<file path="config.mk">
export PLATFORM = sky130hd
export DESIGN_NAME = ram_access_arbiter_flat
export DESIGN_NICKNAME = d
export VERILOG_FILES = /design/src/rtl/ram_access_arbiter_pkg.sv /design/src/rtl/ram_access_arbiter_if.sv /design/src/rtl/ram_access_arbiter_rr2.sv /design/src/rtl/ram_access_arbiter.sv /design/src/flat_wrapper.sv
export SDC_FILE = /design/constraint.sdc
export NUM_CORES = 1
export LEC_CHECK = 0
export BUFFER_PORTS_ARGS = -buffer_cell sky130_fd_sc_hd__buf_2
export CAP_MARGIN = 5
export CORE_UTILIZATION = 34
export CTS_BUF_LIST = sky130_fd_sc_hd__clkbuf_4 sky130_fd_sc_hd__clkbuf_8
export DETAILED_ROUTE_END_ITERATION = 12
export SLEW_MARGIN = 5
export SYNTH_ARGS = -nofsm -noshare
export SYNTH_HDL_FRONTEND = slang
export SYNTH_SLANG_ARGS = --single-unit
</file>
<file path="constraint.sdc">
create_clock -name clk -period 2.43 [get_ports clk]
set_input_delay 0 -clock clk [delete_from_list [all_inputs] [get_ports clk]]
set_output_delay 0 -clock clk [all_outputs]
set_load 0.005 [all_outputs]
</file>
<file path="src/rtl/ram_access_arbiter_pkg.sv">
// Shared constants for the shadow-SRAM access arbiter: FSM encodings,
// requester IDs and default bus widths.
package ram_access_arbiter_pkg;

  localparam int ADDR_W_DEF = 16;
  localparam int DATA_W_DEF = 8;

  localparam logic [1:0] ST_IDLE   = 2'd0;
  localparam logic [1:0] ST_SETUP  = 2'd1;
  localparam logic [1:0] ST_STROBE = 2'd2;
  localparam logic [1:0] ST_HOLD   = 2'd3;

  typedef logic [1:0] req_id_t;

  localparam req_id_t REQ_CPU = 2'd0;
  localparam req_id_t REQ_LDR = 2'd1;
  localparam req_id_t REQ_DBG = 2'd2;

  // Bit 0 = CPU, bit 1 = loader, bit 2 = debug.
  function automatic logic [2:0] id_onehot(input req_id_t id);
    case (id)
      REQ_CPU: id_onehot = 3'b001;
      REQ_LDR: id_onehot = 3'b010;
      REQ_DBG: id_onehot = 3'b100;
      default: id_onehot = 3'b000;
    endcase
  endfunction

endpackage

</file>
<file path="src/rtl/ram_access_arbiter_if.sv">
// Bundle of the three requester ports and the SRAM pins; the arbiter uses the
// slave view, requesters and the SRAM model use the master view.
interface ram_access_arbiter_if
  import ram_access_arbiter_pkg::*;
#(
  parameter int ADDR_W = ADDR_W_DEF,
  parameter int DATA_W = DATA_W_DEF
);

  logic              load_done;

  logic              cpu_req;
  logic              cpu_we;
  logic [ADDR_W-1:0] cpu_addr;
  logic [DATA_W-1:0] cpu_wdata;
  logic [DATA_W-1:0] cpu_rdata;
  logic              cpu_ack;

  logic              ldr_req;
  logic              ldr_we;
  logic [ADDR_W-1:0] ldr_addr;
  logic [DATA_W-1:0] ldr_wdata;
  logic [DATA_W-1:0] ldr_rdata;
  logic              ldr_ack;

  logic              dbg_req;
  logic              dbg_we;
  logic [ADDR_W-1:0] dbg_addr;
  logic [DATA_W-1:0] dbg_wdata;
  logic [DATA_W-1:0] dbg_rdata;
  logic              dbg_ack;

  logic [ADDR_W-1:0] ram_address;
  logic [DATA_W-1:0] ram_datain;
  logic [DATA_W-1:0] ram_dataout;
  logic              ram_cs;
  logic              ram_we;

  modport slave (
    input  load_done,
    input  cpu_req, cpu_we, cpu_addr, cpu_wdata,
    output cpu_rdata, cpu_ack,
    input  ldr_req, ldr_we, ldr_addr, ldr_wdata,
    output ldr_rdata, ldr_ack,
    input  dbg_req, dbg_we, dbg_addr, dbg_wdata,
    output dbg_rdata, dbg_ack,
    output ram_address, ram_datain, ram_cs, ram_we,
    input  ram_dataout
  );

  modport master (
    output load_done,
    output cpu_req, cpu_we, cpu_addr, cpu_wdata,
    input  cpu_rdata, cpu_ack,
    output ldr_req, ldr_we, ldr_addr, ldr_wdata,
    input  ldr_rdata, ldr_ack,
    output dbg_req, dbg_we, dbg_addr, dbg_wdata,
    input  dbg_rdata, dbg_ack,
    input  ram_address, ram_datain, ram_cs, ram_we,
    output ram_dataout
  );

endinterface

</file>
<file path="src/rtl/ram_access_arbiter_rr2.sv">
// Two-way round-robin picker: on a tie the port not granted last wins.
module ram_arb_rr2 (
  input  logic [1:0] req_i,
  input  logic       last_i,   // 0 = bit 0 granted last, 1 = bit 1 granted last
  output logic [1:0] grant_o
);

  // One-hot grant from the current requests and the last winner.
  always_comb begin
    grant_o = 2'b00;
    if (req_i == 2'b11) begin
      grant_o = last_i ? 2'b01 : 2'b10;
    end else begin
      grant_o = req_i;
    end
  end

endmodule

</file>
<file path="src/rtl/ram_access_arbiter.sv">
// Shares the single-port shadow SRAM between CPU, loader and debug ports with a
// fixed setup/strobe/hold access; CPU has priority once the loader is done.
module ram_access_arbiter
  import ram_access_arbiter_pkg::*;
#(
  parameter int ADDR_W        = ADDR_W_DEF,
  parameter int DATA_W        = DATA_W_DEF,
  parameter int STROBE_CYCLES = 2
) (
  input  logic                clk,
  input  logic                reset_n,
  ram_access_arbiter_if.slave bus
);

  localparam logic [3:0] STROBE_LOAD = 4'(STROBE_CYCLES - 1);

  logic [1:0]        state_q, state_d;
  logic [3:0]        cnt_q, cnt_d;
  req_id_t           id_q, id_d;
  logic              we_q, we_d;
  logic [ADDR_W-1:0] addr_q, addr_d;
  logic [DATA_W-1:0] wdata_q, wdata_d;
  logic              rr_last_q, rr_last_d;
  logic              ram_cs_q, ram_cs_d;
  logic              ram_we_q, ram_we_d;
  logic [2:0]        ack_q, ack_d;
  logic [DATA_W-1:0] cpu_rdata_q, ldr_rdata_q, dbg_rdata_q;
  logic              cpu_elig_s;
  logic              cap_s;
  logic [1:0]        rr_grant_s;

  assign cpu_elig_s = bus.cpu_req & bus.load_done;
  assign cap_s      = (state_q == ST_SETUP) || (state_q == ST_STROBE);

  ram_arb_rr2 u_rr2 (
    .req_i   ({bus.dbg_req, bus.ldr_req}),
    .last_i  (rr_last_q),
    .grant_o (rr_grant_s)
  );

  // Arbitration, request latching and access sequencing.
  always_comb begin
    state_d   = state_q;
    cnt_d     = cnt_q;
    id_d      = id_q;
    we_d      = we_q;
    addr_d    = addr_q;
    wdata_d   = wdata_q;
    rr_last_d = rr_last_q;
    case (state_q)
      ST_IDLE: begin
        if (cpu_elig_s) begin
          state_d = ST_SETUP;
          id_d    = REQ_CPU;
          we_d    = bus.cpu_we;
          addr_d  = bus.cpu_addr;
          wdata_d = bus.cpu_wdata;
        end else if (rr_grant_s[0]) begin
          state_d   = ST_SETUP;
          id_d      = REQ_LDR;
          we_d      = bus.ldr_we;
          addr_d    = bus.ldr_addr;
          wdata_d   = bus.ldr_wdata;
          rr_last_d = 1'b0;
        end else if (rr_grant_s[1]) begin
          state_d   = ST_SETUP;
          id_d      = REQ_DBG;
          we_d      = bus.dbg_we;
          addr_d    = bus.dbg_addr;
          wdata_d   = bus.dbg_wdata;
          rr_last_d = 1'b1;
        end else begin
          state_d = ST_IDLE;
        end
      end
      ST_SETUP: begin
        state_d = ST_STROBE;
        cnt_d   = STROBE_LOAD;
      end
      ST_STROBE: begin
        if (cnt_q == 4'd0) begin
          state_d = ST_HOLD;
        end else begin
          cnt_d = cnt_q - 4'd1;
        end
      end
      ST_HOLD: state_d = ST_IDLE;
      default: state_d = ST_IDLE;
    endcase
  end

  // Pin values for the coming cycle, so the SRAM strobes leave flops directly.
  always_comb begin
    ram_cs_d = (state_d != ST_IDLE);
    ram_we_d = (state_d == ST_STROBE) && we_d;
    ack_d    = (state_d == ST_HOLD) ? id_onehot(id_q) : 3'b000;
  end

  // Control and latched-request registers.
  always_ff @(posedge clk or negedge reset_n) begin
    if (!reset_n) begin
      state_q   <= ST_IDLE;
      cnt_q     <= 4'd0;
      id_q      <= REQ_CPU;
      we_q      <= 1'b0;
      addr_q    <= '0;
      wdata_q   <= '0;
      rr_last_q <= 1'b1;
      ram_cs_q  <= 1'b0;
      ram_we_q  <= 1'b0;
      ack_q     <= 3'b000;
    end else begin
      state_q   <= state_d;
      cnt_q     <= cnt_d;
      id_q      <= id_d;
      we_q      <= we_d;
      addr_q    <= addr_d;
      wdata_q   <= wdata_d;
      rr_last_q <= rr_last_d;
      ram_cs_q  <= ram_cs_d;
      ram_we_q  <= ram_we_d;
      ack_q     <= ack_d;
    end
  end

  // Read data follows the SRAM through strobe and freezes for the winner only.
  always_ff @(posedge clk or negedge reset_n) begin
    if (!reset_n) begin
      cpu_rdata_q <= '0;
      ldr_rdata_q <= '0;
      dbg_rdata_q <= '0;
    end else begin
      if (cap_s && (id_q == REQ_CPU)) cpu_rdata_q <= bus.ram_dataout;
      if (cap_s && (id_q == REQ_LDR)) ldr_rdata_q <= bus.ram_dataout;
      if (cap_s && (id_q == REQ_DBG)) dbg_rdata_q <= bus.ram_dataout;
    end
  end

  assign bus.ram_address = addr_q;
  assign bus.ram_datain  = wdata_q;
  assign bus.ram_cs      = ram_cs_q;
  assign bus.ram_we      = ram_we_q;
  assign bus.cpu_ack     = ack_q[0];
  assign bus.ldr_ack     = ack_q[1];
  assign bus.dbg_ack     = ack_q[2];
  assign bus.cpu_rdata   = cpu_rdata_q;
  assign bus.ldr_rdata   = ldr_rdata_q;
  assign bus.dbg_rdata   = dbg_rdata_q;

endmodule
</file>
<file path="src/flat_wrapper.sv">
// flat-port wrapper written by rule: the top's interface ports become plain ports
module ram_access_arbiter_flat import ram_access_arbiter_pkg::*;
#(
  parameter int ADDR_W        = ADDR_W_DEF,
  parameter int DATA_W        = DATA_W_DEF,
  parameter int STROBE_CYCLES = 2
)
  (clk, reset_n, bus_load_done, bus_cpu_req, bus_cpu_we, bus_cpu_addr, bus_cpu_wdata, bus_cpu_rdata, bus_cpu_ack, bus_ldr_req, bus_ldr_we, bus_ldr_addr, bus_ldr_wdata, bus_ldr_rdata, bus_ldr_ack, bus_dbg_req, bus_dbg_we, bus_dbg_addr, bus_dbg_wdata, bus_dbg_rdata, bus_dbg_ack, bus_ram_address, bus_ram_datain, bus_ram_cs, bus_ram_we, bus_ram_dataout);
  ram_access_arbiter_if #(.ADDR_W(ADDR_W), .DATA_W(DATA_W)) bus_i ();
  input  logic clk;
  input  logic reset_n;
  input wire logic [$bits(bus_i.load_done)-1:0] bus_load_done;
  input wire logic [$bits(bus_i.cpu_req)-1:0] bus_cpu_req;
  input wire logic [$bits(bus_i.cpu_we)-1:0] bus_cpu_we;
  input wire logic [$bits(bus_i.cpu_addr)-1:0] bus_cpu_addr;
  input wire logic [$bits(bus_i.cpu_wdata)-1:0] bus_cpu_wdata;
  output wire logic [$bits(bus_i.cpu_rdata)-1:0] bus_cpu_rdata;
  output wire logic [$bits(bus_i.cpu_ack)-1:0] bus_cpu_ack;
  input wire logic [$bits(bus_i.ldr_req)-1:0] bus_ldr_req;
  input wire logic [$bits(bus_i.ldr_we)-1:0] bus_ldr_we;
  input wire logic [$bits(bus_i.ldr_addr)-1:0] bus_ldr_addr;
  input wire logic [$bits(bus_i.ldr_wdata)-1:0] bus_ldr_wdata;
  output wire logic [$bits(bus_i.ldr_rdata)-1:0] bus_ldr_rdata;
  output wire logic [$bits(bus_i.ldr_ack)-1:0] bus_ldr_ack;
  input wire logic [$bits(bus_i.dbg_req)-1:0] bus_dbg_req;
  input wire logic [$bits(bus_i.dbg_we)-1:0] bus_dbg_we;
  input wire logic [$bits(bus_i.dbg_addr)-1:0] bus_dbg_addr;
  input wire logic [$bits(bus_i.dbg_wdata)-1:0] bus_dbg_wdata;
  output wire logic [$bits(bus_i.dbg_rdata)-1:0] bus_dbg_rdata;
  output wire logic [$bits(bus_i.dbg_ack)-1:0] bus_dbg_ack;
  output wire logic [$bits(bus_i.ram_address)-1:0] bus_ram_address;
  output wire logic [$bits(bus_i.ram_datain)-1:0] bus_ram_datain;
  output wire logic [$bits(bus_i.ram_cs)-1:0] bus_ram_cs;
  output wire logic [$bits(bus_i.ram_we)-1:0] bus_ram_we;
  input wire logic [$bits(bus_i.ram_dataout)-1:0] bus_ram_dataout;
  assign bus_i.load_done = bus_load_done;
  assign bus_i.cpu_req = bus_cpu_req;
  assign bus_i.cpu_we = bus_cpu_we;
  assign bus_i.cpu_addr = bus_cpu_addr;
  assign bus_i.cpu_wdata = bus_cpu_wdata;
  assign bus_cpu_rdata = bus_i.cpu_rdata;
  assign bus_cpu_ack = bus_i.cpu_ack;
  assign bus_i.ldr_req = bus_ldr_req;
  assign bus_i.ldr_we = bus_ldr_we;
  assign bus_i.ldr_addr = bus_ldr_addr;
  assign bus_i.ldr_wdata = bus_ldr_wdata;
  assign bus_ldr_rdata = bus_i.ldr_rdata;
  assign bus_ldr_ack = bus_i.ldr_ack;
  assign bus_i.dbg_req = bus_dbg_req;
  assign bus_i.dbg_we = bus_dbg_we;
  assign bus_i.dbg_addr = bus_dbg_addr;
  assign bus_i.dbg_wdata = bus_dbg_wdata;
  assign bus_dbg_rdata = bus_i.dbg_rdata;
  assign bus_dbg_ack = bus_i.dbg_ack;
  assign bus_ram_address = bus_i.ram_address;
  assign bus_ram_datain = bus_i.ram_datain;
  assign bus_ram_cs = bus_i.ram_cs;
  assign bus_ram_we = bus_i.ram_we;
  assign bus_i.ram_dataout = bus_ram_dataout;
  ram_access_arbiter #(.ADDR_W(ADDR_W), .DATA_W(DATA_W), .STROBE_CYCLES(STROBE_CYCLES)) u_core (.clk(clk), .reset_n(reset_n), .bus(bus_i));
endmodule
</file>
==> results.ini <==
[status]
status=completed

[grt]
use_met2_pct=31.4
gr-usage-all-layers_pct=18.8
antenna_found_initial=0
use_met1_pct=21.9
grt-ovfl-total=0
grt-busiest-layer=met2
grt_pass1_wl_um=12900
grt_max_degree=64
use_met3_pct=5.82
grt_pass1_vias=2730

[finish]
drive_gt1_share_pct=40.4
fin_cells=578
layout.nets=563
antenna_cells=0
syn_to_final_growth_pct=57.1

[sta]
fin_crit_ns=2.22
maxSlewViolCount=0
fmax_ghz=0.450
final-hold-violation-count=0
slew_headroom_pct=30.7
skew_ns=0.00680
fin_setup_tns_ns=0
fin_crit_sh_pct=91.4
finalSetupViolations=0
hold_ws_ns=0.00492
rsz0062_at_grt=false
tightest_slew_ns=1.04

[floorplan]
die_y_um=95.6
dieArea_mm2=0.00914
coreArea_mm2=0.00834
die_x_um=95.6
rows=33
ios=142
start_util_pct=35.7

[route]
drc_errors=0
firstDrtPassIters=4
ant_nets=0
drt_iter0_drc=58
viasPerCell=4.85
vias=2801
finalWirelength_um=8380
wl_per_cell_um=14.5

[synth]
synth_top_family_by_area=multiplexers
synth_compound_area_share_pct=12.8
syn_nets=351
syn_avg_cell_area_um2=11.6
synth_simple_gate_area_share_pct=10.2
synth_xor_area_share_pct=0.294
synth-adder-area-share_pct=2.52
synthCells=256
ys_types=35
ys_warn_count=0
synth_seq_cells=63
synth_area_leaders=dfrtp_1, mux2_2, mux2i_1
yosysSeqAreaShare_pct=52.9
synth_mux_area_share_pct=17.8
yosys.area.top_type=dfrtp_1
syn_area_mm2=0.00298
synth_top_area_share_pct=52.1

[placement]
gp_congestion=0.712
dp_cells=492
hpwlAfterDp_um=5490
port_buffers=141

[worst_setup_path]
reg2reg_setup_slack_ns=0.34
critPathArrivalTime_ns=2.42
cpMaxStageDelayCell=o31ai_4
cp.required_ns=2.63
critPathLaunchType=input port
rr_endpoint=u_core.bus.ram_address[0]
path_cells=dlygate4sd3_1 -> buf_2 -> o31ai_4 -> nand2b_2 -> o21ai_0
crit_start=bus_ldr_req
max_stage_delay_ns=0.89
crit_fanout=26
reg2reg_from=u_core.rr_last_q
worstSetupPathType=in -> reg
rr_worst_depth=5
end_kind=register

[min_path]
whs_path_depth=3
worstHoldPathType=in -> reg
min_to=u_core.bus.ram_address[15]
worstHoldStart=bus_dbg_addr[15]

[cts]
path_clk_slew_ns=0.07
clock_path_buffers=2
cts-root-buf=clkbuf_8
cts_setup_buffers=0
cts_buffers=9
clock_latency_ns=0.34
cts_max_level=3
cts_tree=done
cts.sink_count=63

[pwr]
power_mw=5.00
leakagePower_nw=2.40
p_per_area_mw_per_mm2=1070
peakVddDrop_mv=0.659

[job]
cap_violations=0

[where the power goes]
group          total (mW)  internal [mW]  switching [mW]
registers            1.84           1.57           0.271
clock network       0.941          0.529           0.413
logic                2.21           1.17            1.04
[worst max-delay path: cells and delay by family]
kind | cells | cell delay (ns)
compound gates | 2 | 1.07
simple gates | 1 | 0.60
buf+inv | 2 | 0.75
[cell usage after synthesis (all sizes together)]
cell	number
and2	2
o311ai	1
o21a	1
buf	8
nand2b	3
nor3b	2
nand3	1
o31ai	2
and3	25
mux2i	26
or3b	1
o21ai	28
a32o	4
a21o	1
clkbuf	6
a21oi	27
ha	6
nor2b	3
dfstp	1
nor3	3
nand3b	2
a31oi	2
xnor2	1
dfrtp	62
inv	6
mux2	24
nor2	4
nand2	4
[sequential cells by signal, indices dropped and copies added, names as in the netlist]
register	flops
u_core.rr_last_q	1
u_core.bus.ldr_rdata	8
u_core.id_q	2
u_core.ack_q	3
u_core.we_q	1
u_core.cnt_q	4
u_core.bus.cpu_rdata	8
u_core.bus.ram_address	16
u_core.bus.ram_cs	1
u_core.bus.ram_datain	8
u_core.bus.dbg_rdata	8
u_core.state_q	2
u_core.bus.ram_we	1
[worst max path at each step]
stage	to	slack [ns]	cells after the start
floorplan	u_core.bus.cpu_rdata[0]	0.75	4
global route	u_core.bus.ram_datain[7]	0.02	5
finish	u_core.bus.ram_datain[7]	0.21	5
CTS	u_core.bus.ram_address[9]	0.16	5
detailed placement	u_core.bus.ram_datain[7]	0.35	5
global placement	u_core.bus.ram_address[0]	0.38	5
[metal layers]
layer,share of wire [%],vias to the layer above
li1,-,1357
met1,40,1336
met2,52,92
met3,5.5,16
met4,2.4,0
met5,0,-
[per-stage QoR]
| stage | worst slack (ns) | util, % | cell area (µm²) |
|---|---|---|---|
| 6_report | 0.209 | 56.1 | 4680 |
| 4_1_cts | 0.161 | 55.9 | 4670 |
| 3_3_place_gp | 0.379 | 45.2 | 3770 |
| 3_5_place_dp | 0.355 | 45.2 | 3770 |
| 2_1_floorplan | 0.746 | - | 2980 |
| 5_1_grt | 0.0177 | 56.1 | 4680 |
[layout make-up]
cell class | count | area (µm²)
Timing Repair Buffer | 215 | 1440
Multi-Input combinational cell | 173 | 1310
Tap cell | 105 | 131
Clock inverter | 4 | 55.1
Clock buffer | 12 | 153
Sequential cell | 63 | 1580
Inverter | 6 | 22.5
Fill cell | 736 | 3660
[timing repair]
| action | CTS | global route |
|---|---|---|
| hold buffers | 69 | 1 |
| resized for setup | 0 | 1 |
| endpoints found under the setup margin | 0 | 2 |
| hold endpoints to repair | 111 | 1 |
[cells in the final DEF (no fill, tap or decap), types with 3 or more instances in the layout]
master,netlist,routed
a21oi_1,27,27
dlygate4sd3_1,0,70
mux2_2,24,24
inv_1,6,6
a32o_1,4,4
buf_4,2,4
mux2i_1,26,26
o21ai_0,7,7
nor3_1,3,3
nand2_1,3,3
ha_1,6,6
dfrtp_1,62,62
o21ai_1,21,21
buf_2,4,141
and3_1,25,25
nor2_1,4,4
clkbuf_8,0,10
nor2b_1,3,3
[cell families (layout without fill, tap and decap cells)]
kind of cell	Yosys count	count (layout)
mux	50	50
xor+xnor	1	1
flops	63	63
compound gates	66	66
fa+ha+maj	6	6
simple gates	50	50
buf+inv	20	237
Note: power is estimated with default switching activity, not from simulation.
